## config.mk

```make
export PLATFORM = sky130hd
export DESIGN_NAME = platform_field
export DESIGN_NICKNAME = d
export VERILOG_FILES = /design/src/rtl/platform_field.sv
export SDC_FILE = /design/constraint.sdc
export NUM_CORES = 1
export LEC_CHECK = 0
export ABC_AREA = 0
export CAP_MARGIN = 20
export CORE_MARGIN = 4
export CORE_UTILIZATION = 37
export DETAILED_ROUTE_END_ITERATION = 7
export GPL_TIMING_DRIVEN = 1
export PLACE_DENSITY_LB_ADDON = 0.12
export SETUP_SLACK_MARGIN = 0.02
export SLEW_MARGIN = 10
export SYNTH_ARGS = -nofsm -noshare
export SYNTH_HDL_FRONTEND = slang
export SYNTH_SLANG_ARGS = --single-unit
```

## constraint.sdc

```tcl
create_clock -name Clk -period 8.1 [get_ports Clk]
set_input_delay 1.62 -clock Clk [delete_from_list [all_inputs] [get_ports Clk]]
set_output_delay 1.62 -clock Clk [all_outputs]
set_load 0.005 [all_outputs]
```

## src/rtl/platform_field.sv

```systemverilog
// platform_field: platform store, scroll/respawn and landing detect.
// Optional macro PLAT_HIT_TOL_EN accepts Dy one line above a platform.
// Ports: Clk, Reset (sync, high), Start, Tick, Scroll, q_Down, Dx, Dy in;
// Ready, Hit, PlatX/PlatY (10 bits per slot, slot k at [10k+9:10k]) out.
module platform_field #(
  parameter int NUM_PLAT = 8,
  parameter int SCREEN_W = 640,
  parameter int SCREEN_H = 480,
  parameter int PLAT_W   = 64,
  parameter int DOODLE_W = 32
) (
  input  logic                     Clk,
  input  logic                     Reset,
  input  logic                     Start,
  input  logic                     Tick,
  input  logic                     Scroll,
  input  logic                     q_Down,
  input  logic [9:0]               Dx,
  input  logic [9:0]               Dy,
  output logic                     Ready,
  output logic                     Hit,
  output logic [NUM_PLAT*10-1:0]   PlatX,
  output logic [NUM_PLAT*10-1:0]   PlatY
);

  localparam int IW = (NUM_PLAT > 1) ? $clog2(NUM_PLAT) : 1;
  localparam int STEP = SCREEN_H / NUM_PLAT;
  localparam logic [IW-1:0] LAST = IW'(NUM_PLAT - 1);
  localparam logic [10:0] H11 = 11'(SCREEN_H);
  localparam logic [10:0] DW11 = 11'(DOODLE_W);
  localparam logic [10:0] PW11 = 11'(PLAT_W);

  typedef enum logic [2:0] {
    S_WAIT, S_INIT, S_IDLE, S_SCAN, S_REPORT
  } state_t;

  state_t state_q, state_d;
  logic [IW-1:0] idx_q, idx_d;
  logic flag_q, flag_d;
  logic [15:0] lfsr_q, lfsr_d;
  logic ready_q, ready_d;
  logic hit_q, hit_d;
  logic scroll_q, scroll_d;
  logic down_q, down_d;
  logic [9:0] px_q [NUM_PLAT];
  logic [9:0] px_d [NUM_PLAT];
  logic [9:0] py_q [NUM_PLAT];
  logic [9:0] py_d [NUM_PLAT];

  logic [15:0] lfsr_nx;
  logic [9:0] rnd_x;
  logic [9:0] init_y;
  logic [10:0] ny;
  logic [9:0] upd_x;
  logic [9:0] upd_y;
  logic vert;
  logic coll;

  // Fibonacci taps 16,14,13,11 in right-shift form
  assign lfsr_nx = {lfsr_q[0] ^ lfsr_q[2] ^ lfsr_q[3] ^ lfsr_q[5],
                    lfsr_q[15:1]};
  assign rnd_x = {1'b0, lfsr_q[8:0]};
  assign init_y = 10'(SCREEN_H - 1 - STEP * int'(idx_q));
  assign ny = {1'b0, py_q[idx_q]} + {10'd0, scroll_q};

  always_comb begin
    upd_x = px_q[idx_q];
    upd_y = ny[9:0];
    if (ny >= H11) begin
      upd_x = rnd_x;
      upd_y = '0;
    end
  end

`ifdef PLAT_HIT_TOL_EN
  assign vert = ({1'b0, Dy} == {1'b0, upd_y}) ||
                ({1'b0, Dy} + 11'd1 == {1'b0, upd_y});
`else
  assign vert = ({1'b0, Dy} == {1'b0, upd_y});
`endif

  assign coll = down_q && vert &&
                ({1'b0, Dx} + DW11 > {1'b0, upd_x}) &&
                ({1'b0, Dx} < {1'b0, upd_x} + PW11);

  always_comb begin
    state_d  = state_q;
    idx_d    = idx_q;
    flag_d   = flag_q;
    lfsr_d   = lfsr_q;
    ready_d  = ready_q;
    hit_d    = 1'b0;
    scroll_d = scroll_q;
    down_d   = down_q;
    px_d     = px_q;
    py_d     = py_q;
    unique case (state_q)
      S_WAIT: begin
        if (Start) begin
          state_d = S_INIT;
          idx_d   = '0;
        end
      end
      S_INIT: begin
        px_d[idx_q] = rnd_x;
        py_d[idx_q] = init_y;
        lfsr_d      = lfsr_nx;
        idx_d       = idx_q + 1'b1;
        if (idx_q == LAST) begin
          state_d = S_IDLE;
          ready_d = 1'b1;
          idx_d   = '0;
        end
      end
      S_IDLE: begin
        if (Start) begin
          state_d = S_INIT;
          ready_d = 1'b0;
          idx_d   = '0;
        end else if (Tick) begin
          state_d  = S_SCAN;
          ready_d  = 1'b0;
          idx_d    = '0;
          scroll_d = Scroll;
          down_d   = q_Down;
        end
      end
      S_SCAN: begin
        px_d[idx_q] = upd_x;
        py_d[idx_q] = upd_y;
        if (ny >= H11) lfsr_d = lfsr_nx;
        flag_d = flag_q | coll;
        idx_d  = idx_q + 1'b1;
        if (idx_q == LAST) begin
          state_d = S_REPORT;
          hit_d   = flag_q | coll;
          idx_d   = '0;
        end
      end
      S_REPORT: begin
        flag_d  = 1'b0;
        ready_d = 1'b1;
        state_d = S_IDLE;
      end
      default: state_d = S_WAIT;
    endcase
  end

  always_ff @(posedge Clk) begin
    if (Reset) begin
      state_q  <= S_WAIT;
      idx_q    <= '0;
      flag_q   <= 1'b0;
      lfsr_q   <= 16'hACE1;
      ready_q  <= 1'b0;
      hit_q    <= 1'b0;
      scroll_q <= 1'b0;
      down_q   <= 1'b0;
      for (int k = 0; k < NUM_PLAT; k++) begin
        px_q[k] <= '0;
        py_q[k] <= '0;
      end
    end else begin
      state_q  <= state_d;
      idx_q    <= idx_d;
      flag_q   <= flag_d;
      lfsr_q   <= lfsr_d;
      ready_q  <= ready_d;
      hit_q    <= hit_d;
      scroll_q <= scroll_d;
      down_q   <= down_d;
      px_q     <= px_d;
      py_q     <= py_d;
    end
  end

  assign Ready = ready_q;
  assign Hit   = hit_q;

  for (genvar k = 0; k < NUM_PLAT; k++) begin : g_out
    assign PlatX[10*k +: 10] = px_q[k];
    assign PlatY[10*k +: 10] = py_q[k];
  end

endmodule

```

After elaboration in Yosys (flattened, before gate mapping):

Index checks and enable logic that the tools add are counted.

* add/subtract/negate cells: 5
* multipliers: 1
* $lt $le $gt $ge: 5
* eq/ne operators: 11
* mux-type cells: 34
* bitwise gates (word level): 8
* reduce and logical (&&, ||, !) cells: 16

Operators with widths (number)
* $bwmux W80: 4
* $pmux W80 S2: 2
* $mux W10: 7
* $bmux W10 S3: 2
* $pmux W16 S2: 1
* $demux W10 S3: 1
* $mux W3: 9
* $mux W16: 1
* $pmux W3 S5: 1
* $add A10 B1 Y11: 1
* $add A10 B6 Y11 const B: 1
* $add A10 B7 Y11 const B: 1
* $ge A11 B9 Y1 const B: 1
* $gt A11 B10 Y1: 1
* $lt A10 B11 Y1: 1
* $eq A10 B10 Y1: 1
* $sub A9 B9 Y10 const A: 1
* $pmux W3 S3: 1
* $reduce_and A3 Y1: 3
* $ne A2 B2 Y1 const B: 4
* $mul A4 B3 Y7 const A: 1
* $eq A3 B2 Y1 const B: 2
* $eq A3 B3 Y1 const B: 2
* $reduce_bool A3 Y1: 2
* other kinds (19): 29

* register bits: 187
* input bits: 26
* output and inout bits: 162
* logic and storage cells: 104

Longest topological paths before layout:

Gate-level depths: netlist of run 1.

* word-level depth: 13
* gate-level depth with buffers: 29
* gate-level depth less buffers: 23

Least setup slack after synthesis of run 1:

Ideal clock, no wire load.

* path kind: register -> register
* start: reg idx_q[0]
* end: reg flag_q
* library setup time: 0.132 ns
* data arrival time: 5.790 ns
* required time: 7.968 ns
* setup slack: 2.177 ns
* stages on the path, launching flop included: 30
* path buffers: 7
* clock period less this slack: 5.923 ns
* path through: dfxtp_1 -> buf_6 -> buf_8 -> buf_4 -> buf_2 -> buf_2 -> clkbuf_1 -> mux4_2 -> nand2_1 -> nand2_1 -> ha_1 -> ha_1 -> inv_1 -> o31ai_1 -> a22o_1 -> a21oi_1 -> buf_2 -> a21oi_1 -> ha_1 -> nor2b_1 -> o21a_1 -> o21ai_0 -> nand2b_1 -> a21oi_1 -> inv_1 -> o311ai_0 -> o221ai_1 -> a21oi_1 -> o31a_1 -> nor4b_2

* longest elaborated chain between the ends: 13
* elaborated cells between the ends (all ways): 20
* those cells by class: add/sub: 2; order compare: 3; eq/ne: 1; mux: 9; bitwise: 2; reduce/logical: 3

Ends and longest elaborated chain
* from (decl): RTL line 38 `logic [IW-1:0] idx_q, idx_d;`
* from (signal assigned): RTL line 165 `idx_q <= idx_d;`
* $not A3 Y4 (not written as such) (*): RTL line 64, 67
* branches (longest 9 deep; another with $add A10 B1 Y11)
* $logic_and A1 B1 Y1 (*): RTL line 83 `({1'b0, Dx} + DW11 > {1'b0, upd_x}) &&`
* $or A1 B1 Y1 (*): RTL line 132 `flag_d = flag_q | coll;`
* $pmux W1 S2 (*): RTL line 97 `unique case (state_q)`
* to (signal assigned): RTL line 166 `flag_q <= flag_d;`
* to (decl): RTL line 39 `logic flag_q, flag_d;`

Every way passes the cells marked *. The select of a mux whose other input is x is not followed.
A chain may end at the register's enable or synchronous reset.

Worst setup path after layout of run 1:

* start: reg idx_q[1]
* end: reg flag_q

Same word-level chain as after synthesis.

==> results_dict.tcl, run 1 <==
set metrics [dict create \
    leakage_nw 4.010 \
    place_area_um2 11310 \
    cts.htree.levels 4 \
    yosysSeqAreaShare 0.4076 \
    initial_utilization 0.3766 \
    startpoint "idx_q[1]$_SDFFE_PP0P_" \
    stdcell_area_um2 11920 \
    r2r_start "idx_q[1]$_SDFFE_PP0P_" \
    hold_path.class "flip-flop to flip-flop" \
    hold_depth 2 \
    cts_root_buf "clkbuf_16" \
    hold_path_startpoint "lfsr_q[15]$_SDFFE_PP1P_" \
    slowest_delay_ns 0.84 \
    portBuffers 187 \
    num_vias 8011 \
    cts_resized 0 \
    boundaryPins 188 \
    worstPathRequired_ns 8.39 \
    timing.critical_path.mode_cell "a21oi_1" \
    finalNetCount 1193 \
    cts_made_buffers 17 \
    area_growth_pct 29.72 \
    final.setup.tns_ns 0 \
    dieArea_um2 27410 \
    r2r_cells 24 \
    maxSlewHeadroom 0.2825 \
    grt_antenna_before_repair 0 \
    final_util 0.4885 \
    ys_warn_count 0 \
    place_inst 1442 \
    ir_drop_uv 115.0 \
    finalSetupViolations 0 \
    period_share 0.6604 \
    drt-pass1-iter-count 5 \
    tightest_slew_ns 1.074 \
    ys_ff_latch 187 \
    timing.rr.end "flag_q$_SDFFE_PP0P_" \
    endpoint_kind "flip-flop" \
    antenna_left 0 \
    power-per-cell-area_nw_per_um2 175.6 \
    ys_dominant_reg_cell "dfxtp_1" \
    path_cells "mux4_2 > nand2_1 > nand2_1 > ha_1 > ha_1 > inv_1 > o31ai_1 > a22o_1 > a21oi_1 > buf_4 > a21oi_1 > a21oi_1 > ha_1 > nor2b_1 > o21a_1 > o21ai_0 > nand2b_1 > a21oi_1 > inv_1 > o311ai_0 > o221ai_1 > a21oi_1 > o31a_1 > nor4b_2" \
    gp_congestion 0.9017 \
    grt_pass1_vias 7778 \
    drtIter0Drc 524 \
    cpMaxStageDelayCell "dfxtp_2" \
    avgViaCountPerCell 5.431 \
    synth.distinct_cells 59 \
    synth_edf_count 0 \
    core_area_um2 24390 \
    chipHeight_um 165.6 \
    hpwl_um 21580 \
    cap_violations 0 \
    grtUsageTotal 0.2236 \
    crit_fanout 30 \
    cts_max_path_buffers 2 \
    fin_crit_ns 5.349 \
    outcome "completed" \
    rsz0062_at_grt "false" \
    clk_pin_slew_ns 0.07 \
    syn_area_um2 9185 \
    fmax_ghz 0.1869 \
    grt_max_degree 94 \
    hold_path_end "lfsr_q[14]$_SDFFE_PP0P_" \
    rrSetupSlack_ns 2.75 \
    clock_skew_ns 0.02012 \
    stdcell_count 1475 \
    slew_viol_final 0 \
    ctsHoldBuffers 0 \
    synth_cells 987 \
    cts_setup_buffers 0 \
    ys_async_sr_fraction 0 \
    critPathKind "flip-flop to flip-flop" \
    gr-total-overflow 0 \
    fillCellCount 2325 \
    clk_latency_ns 0.44 \
    timing.hold.ws_ns 0.4601 \
    cts_tree "yes" \
    synth.avg_cell_area_um2 9.306 \
    syn-num-nets 1042 \
    drive_above_1_share 0.09904 \
    worstPathArrival_ns 5.64 \
    drt_wl_total_um 30250 \
    crit_path_start_kind "flip-flop" \
    fp.dieW_um 165.6 \
    route.detailed.drc 0 \
    antenna_cells 0 \
    cts.sinks 187 \
    wl_per_cell_um 20.51 \
    finalHoldViolCount 0 \
    grt_pass1_wl_um 46930 \
    num_rows 57 \
]
==> critical path, delay by kind of cell (launching register included) <==
kind                       cells  cell delay, ns
adders and majority gates      3            0.72
buffers and inverters          3            0.40
muxes                          1            0.60
AOI/OAI and AO/OA             12            2.20
DFF                            1            0.84
and+or+nand+nor                5            0.41
==> stage by stage <==
step / setup slack, ns / total power (W)
CTS: 2.712 / 0.002112
detailed placement: 2.735 / 0.001278
floorplan: 2.177 / 0.001168
finish: 2.751 / 0.002092
global route: 2.309 / 0.002181
global placement: 2.889 / 0.001275
==> flip-flops by register name (all words and copies together), names as in the netlist <==
signal,cells
Ready,1
state_q,3
down_q,1
scroll_q,1
idx_q,3
PlatY,80
flag_q,1
PlatX,80
Hit,1
lfsr_q,16
==> cell usage after synthesis (all sizes together) (15+ instances only) <==
cell type,number,share of area
ha,26,0.035
mux4,36,0.088
nor2,199,0.081
a21oi,36,0.020
mux2i,51,0.056
nor3,17,0.0098
buf,15,0.011
inv,22,0.0090
dfxtp,187,0.41
a211oi,137,0.11
nand2,72,0.029
clkbuf,56,0.023
xnor2,17,0.016
==> report_power, final <==
part / switching (W) / internal [W]
registers: 0.0000332 / 0.000943
logic: 0.000153 / 0.000126
clock network: 0.000420 / 0.000417
==> how the worst max path moves through the flow <==
stage / to / slack [ns] / depth (start not counted)
final: flag_q$_SDFFE_PP0P_ / 2.75 / 24
after CTS: flag_q$_SDFFE_PP0P_ / 2.71 / 21
after floorplan: flag_q$_SDFFE_PP0P_ / 2.18 / 29
after global routing: flag_q$_SDFFE_PP0P_ / 2.31 / 24
after global placement: flag_q$_SDFFE_PP0P_ / 2.89 / 21
after detailed placement: flag_q$_SDFFE_PP0P_ / 2.74 / 21
==> cell families after synthesis <==
logic type | count (synthesis) | share of synthesized area
AOI/OAI and AO/OA | 219 | 0.1704
xor gates and xnor gates | 25 | 0.02384
adders and majority gates | 31 | 0.04414
buffers and inverters | 93 | 0.04250
DFF | 187 | 0.4076
muxes | 96 | 0.1565
and+or+nand+nor | 336 | 0.1550
==> layer usage <==
metal	track usage	up-vias	wire (µm)
li1	-	3881	-
met1	0.3436	3839	14870
met2	0.3285	269	13270
met3	0.04070	22	1806
met4	0.04387	0	303
met5	0	-	0
==> layout by cell type, fill, tap and decap left out, types with 3 or more instances in the layout <==
| cell | n |
|---|---|
| mux2_2 | 7 |
| fa_1 | 3 |
| xnor2_1 | 17 |
| nand3b_1 | 6 |
| and3_1 | 4 |
| a211oi_1 | 137 |
| nand3_1 | 11 |
| clkdlybuf4s50_1 | 186 |
| a21o_1 | 4 |
| nor3_2 | 5 |
| inv_6 | 4 |
| mux4_2 | 36 |
| ha_1 | 26 |
| buf_4 | 15 |
| clkinv_8 | 6 |
| nand2b_1 | 5 |
| clkbuf_16 | 17 |
| and2_1 | 5 |
| o21ai_0 | 9 |
| xor2_1 | 8 |
| nor2_1 | 195 |
| nor3_1 | 12 |
| dfxtp_1 | 185 |
| mux2i_1 | 49 |
| a31oi_1 | 5 |
| nor2b_1 | 5 |
| nor2_2 | 3 |
| nand2_1 | 72 |
| a21oi_1 | 35 |
| inv_1 | 22 |
| a22oi_1 | 7 |
==> final cells by class <==
type,instances,area (µm²),share of cell area
clock buffers,17,425.4,0.03570
clock inverters,15,176.4,0.01481
inverters,22,82.58,0.006931
multi-input cells,707,5086,0.4269
flip-flops and latches,187,3749,0.3146
well taps,324,405.4,0.03402
repair buffers,203,1991,0.1671
Power figures use the tool's default switching activity.
==> run 2, diff against run 1 <==
==> constraint.sdc (replaced) <==
create_clock -name Clk -period 5 [get_ports Clk]
set_input_delay 1 -clock Clk [delete_from_list [all_inputs] [get_ports Clk]]
set_output_delay 1 -clock Clk [all_outputs]
set_load 0.005 [all_outputs]
==> results_dict.tcl, run 2 (synthesis results as in run 1) <==
set metrics [dict create \
    outcome "completed" \
    chipHeight_um 165.6 \
    place_area_um2 11420 \
    tightest_slew_ns 1.117 \
    initial_utilization 0.3766 \
    power-per-cell-area_nw_per_um2 286.9 \
    hpwl_um 21950 \
    wl_per_cell_um 20.46 \
    grtUsageTotal 0.2226 \
    crit_path_start_kind "flip-flop" \
    fin_crit_ns 4.574 \
    boundaryPins 188 \
    clk_pin_slew_ns 0.08 \
    cts_max_path_buffers 2 \
    area_growth_pct 31.90 \
    cap_violations 0 \
    slew_viol_final 0 \
    worstPathArrival_ns 4.85 \
    clock_skew_ns 0.01471 \
    stdcell_area_um2 12120 \
    drtIter0Drc 600 \
    worstPathRequired_ns 5.28 \
    grt_pass1_vias 7787 \
    cts_made_buffers 17 \
    endpoint_kind "flip-flop" \
    hold_depth 2 \
    avgViaCountPerCell 5.412 \
    gr-total-overflow 0 \
    rsz0062_at_grt "false" \
    period_share 0.9148 \
    setup_ws_ns 0.4260 \
    mostFrequentLayoutCell "nor2_1" \
    maxSlewHeadroom 0.2516 \
    clk_latency_ns 0.44 \
    drt-pass1-iter-count 5 \
    finalSetupViolations 0 \
    antenna_left 0 \
    final.setup.tns_ns 0 \
    final_util 0.4967 \
    grt_antenna_before_repair 0 \
    drt_wl_total_um 30510 \
    fmax_ghz 0.2186 \
    critPathKind "flip-flop to flip-flop" \
    cts_root_buf "clkbuf_16" \
    r2r_cells 21 \
    post-place-ws_ns 0.1790 \
    cts.sinks 187 \
    num_rows 57 \
    route.detailed.drc 0 \
    cts_tree "yes" \
    dieArea_um2 27410 \
    cts.htree.levels 4 \
    grt_max_degree 99 \
    crit_fanout 10 \
    leakage_nw 4.122 \
    num_vias 8069 \
    finalNetCount 1209 \
    antenna_cells 0 \
    finalHoldViolCount 0 \
    layout_common_cells "nor2_1, clkdlybuf4s50_1, dfxtp_1, a211oi_1, nand2_1" \
    portBuffers 187 \
    drive_above_1_share 0.1157 \
    hold_path.class "flip-flop to flip-flop" \
    grt_pass1_wl_um 46840 \
    gp_congestion 0.8758 \
    ir_drop_uv 187.7 \
    fp.dieW_um 165.6 \
    core_area_um2 24390 \
]
run 2: area by class of cell:
class,instances,area (µm²)
fill,2347,12280
multi-input combinational,707,5121
clock buffer,17,425.4
clock inverter,15,202.7
timing repair buffer,219,2127
tap,324,405.4
inverter,22,82.58
sequential,187,3751
run 2: path summary, 6_finish.rpt:
path / slack, ns / startpoint / end
setup / recovery: 0.43 / idx_q[0]$_SDFFE_PP0P_ / flag_q$_SDFFE_PP0P_
hold / removal: 0.46 / lfsr_q[12]$_SDFFE_PP0P_ / lfsr_q[12]$_SDFFE_PP0P_
setup reg to reg: 0.43 / idx_q[0]$_SDFFE_PP0P_ / flag_q$_SDFFE_PP0P_
hold reg to reg: 0.46 / lfsr_q[12]$_SDFFE_PP0P_ / lfsr_q[12]$_SDFFE_PP0P_
run 2: through the flow:
stage	instances	power, W	hold WS (ns)
2_1_floorplan	987	0.001902	0.4321
3_3_place_gp	1455	0.002078	0.4419
3_5_place_dp	1455	0.002079	0.4499
4_1_cts	1487	0.003488	0.4610
5_1_grt	1491	0.003619	0.4795
6_report	1491	0.003476	0.4569
run 2: per-layer routing:
layer / vias up / share of wire / track usage
met3: 24 / 0.054 / 0.03649
met5: - / 0 / 0
met2: 245 / 0.43 / 0.3300
met1: 3902 / 0.50 / 0.3406
met4: 0 / 0.0095 / 0.04724
li1: 3898 / - / -
run 2: timing repair:
item                                    in CTS  in global routing
gates resized for setup                      0                  5
buffers inserted                             0                  4
endpoints found under the setup margin       0                  2
hold buffers                                 0                  0
run 2: worst max-delay path, cell delays in order, from the launching register on:
cell      delay [ns]
dfxtp_4         0.47
buf_4           0.19
mux4_2          0.53
mux2_2          0.34
nor2_1          0.11
nand4_1         0.13
a22o_2          0.31
a21oi_4         0.23
a21oi_1         0.07
a21oi_1         0.17
ha_1            0.28
nor2b_1         0.13
o21a_1          0.15
o21ai_0         0.14
nand2b_1        0.09
a21oi_2         0.19
inv_1           0.06
o311ai_1        0.27
o221ai_1        0.16
a21oi_1         0.15
o31a_1          0.19
nor4b_2         0.06
run 2: power by group:
part	switching (W)	internal [W]
Clock	0.000694	0.000727
Sequential	0.0000450	0.00153
Combinational	0.000267	0.000216
Total	0.00101	0.00247
==> run 3, diff against run 2 <==
--- a/config.mk
+++ b/config.mk
@@ -13,6 +13,7 @@
 export GPL_TIMING_DRIVEN = 1
 export PLACE_DENSITY_LB_ADDON = 0.12
 export SETUP_SLACK_MARGIN = 0.02
+export SKIP_LAST_GASP = 1
 export SLEW_MARGIN = 10
 export SYNTH_ARGS = -nofsm -noshare
 export SYNTH_HDL_FRONTEND = slang
==> results of run 3 <==
No change in the layout: final DEF, timing and power equal those of run 2.
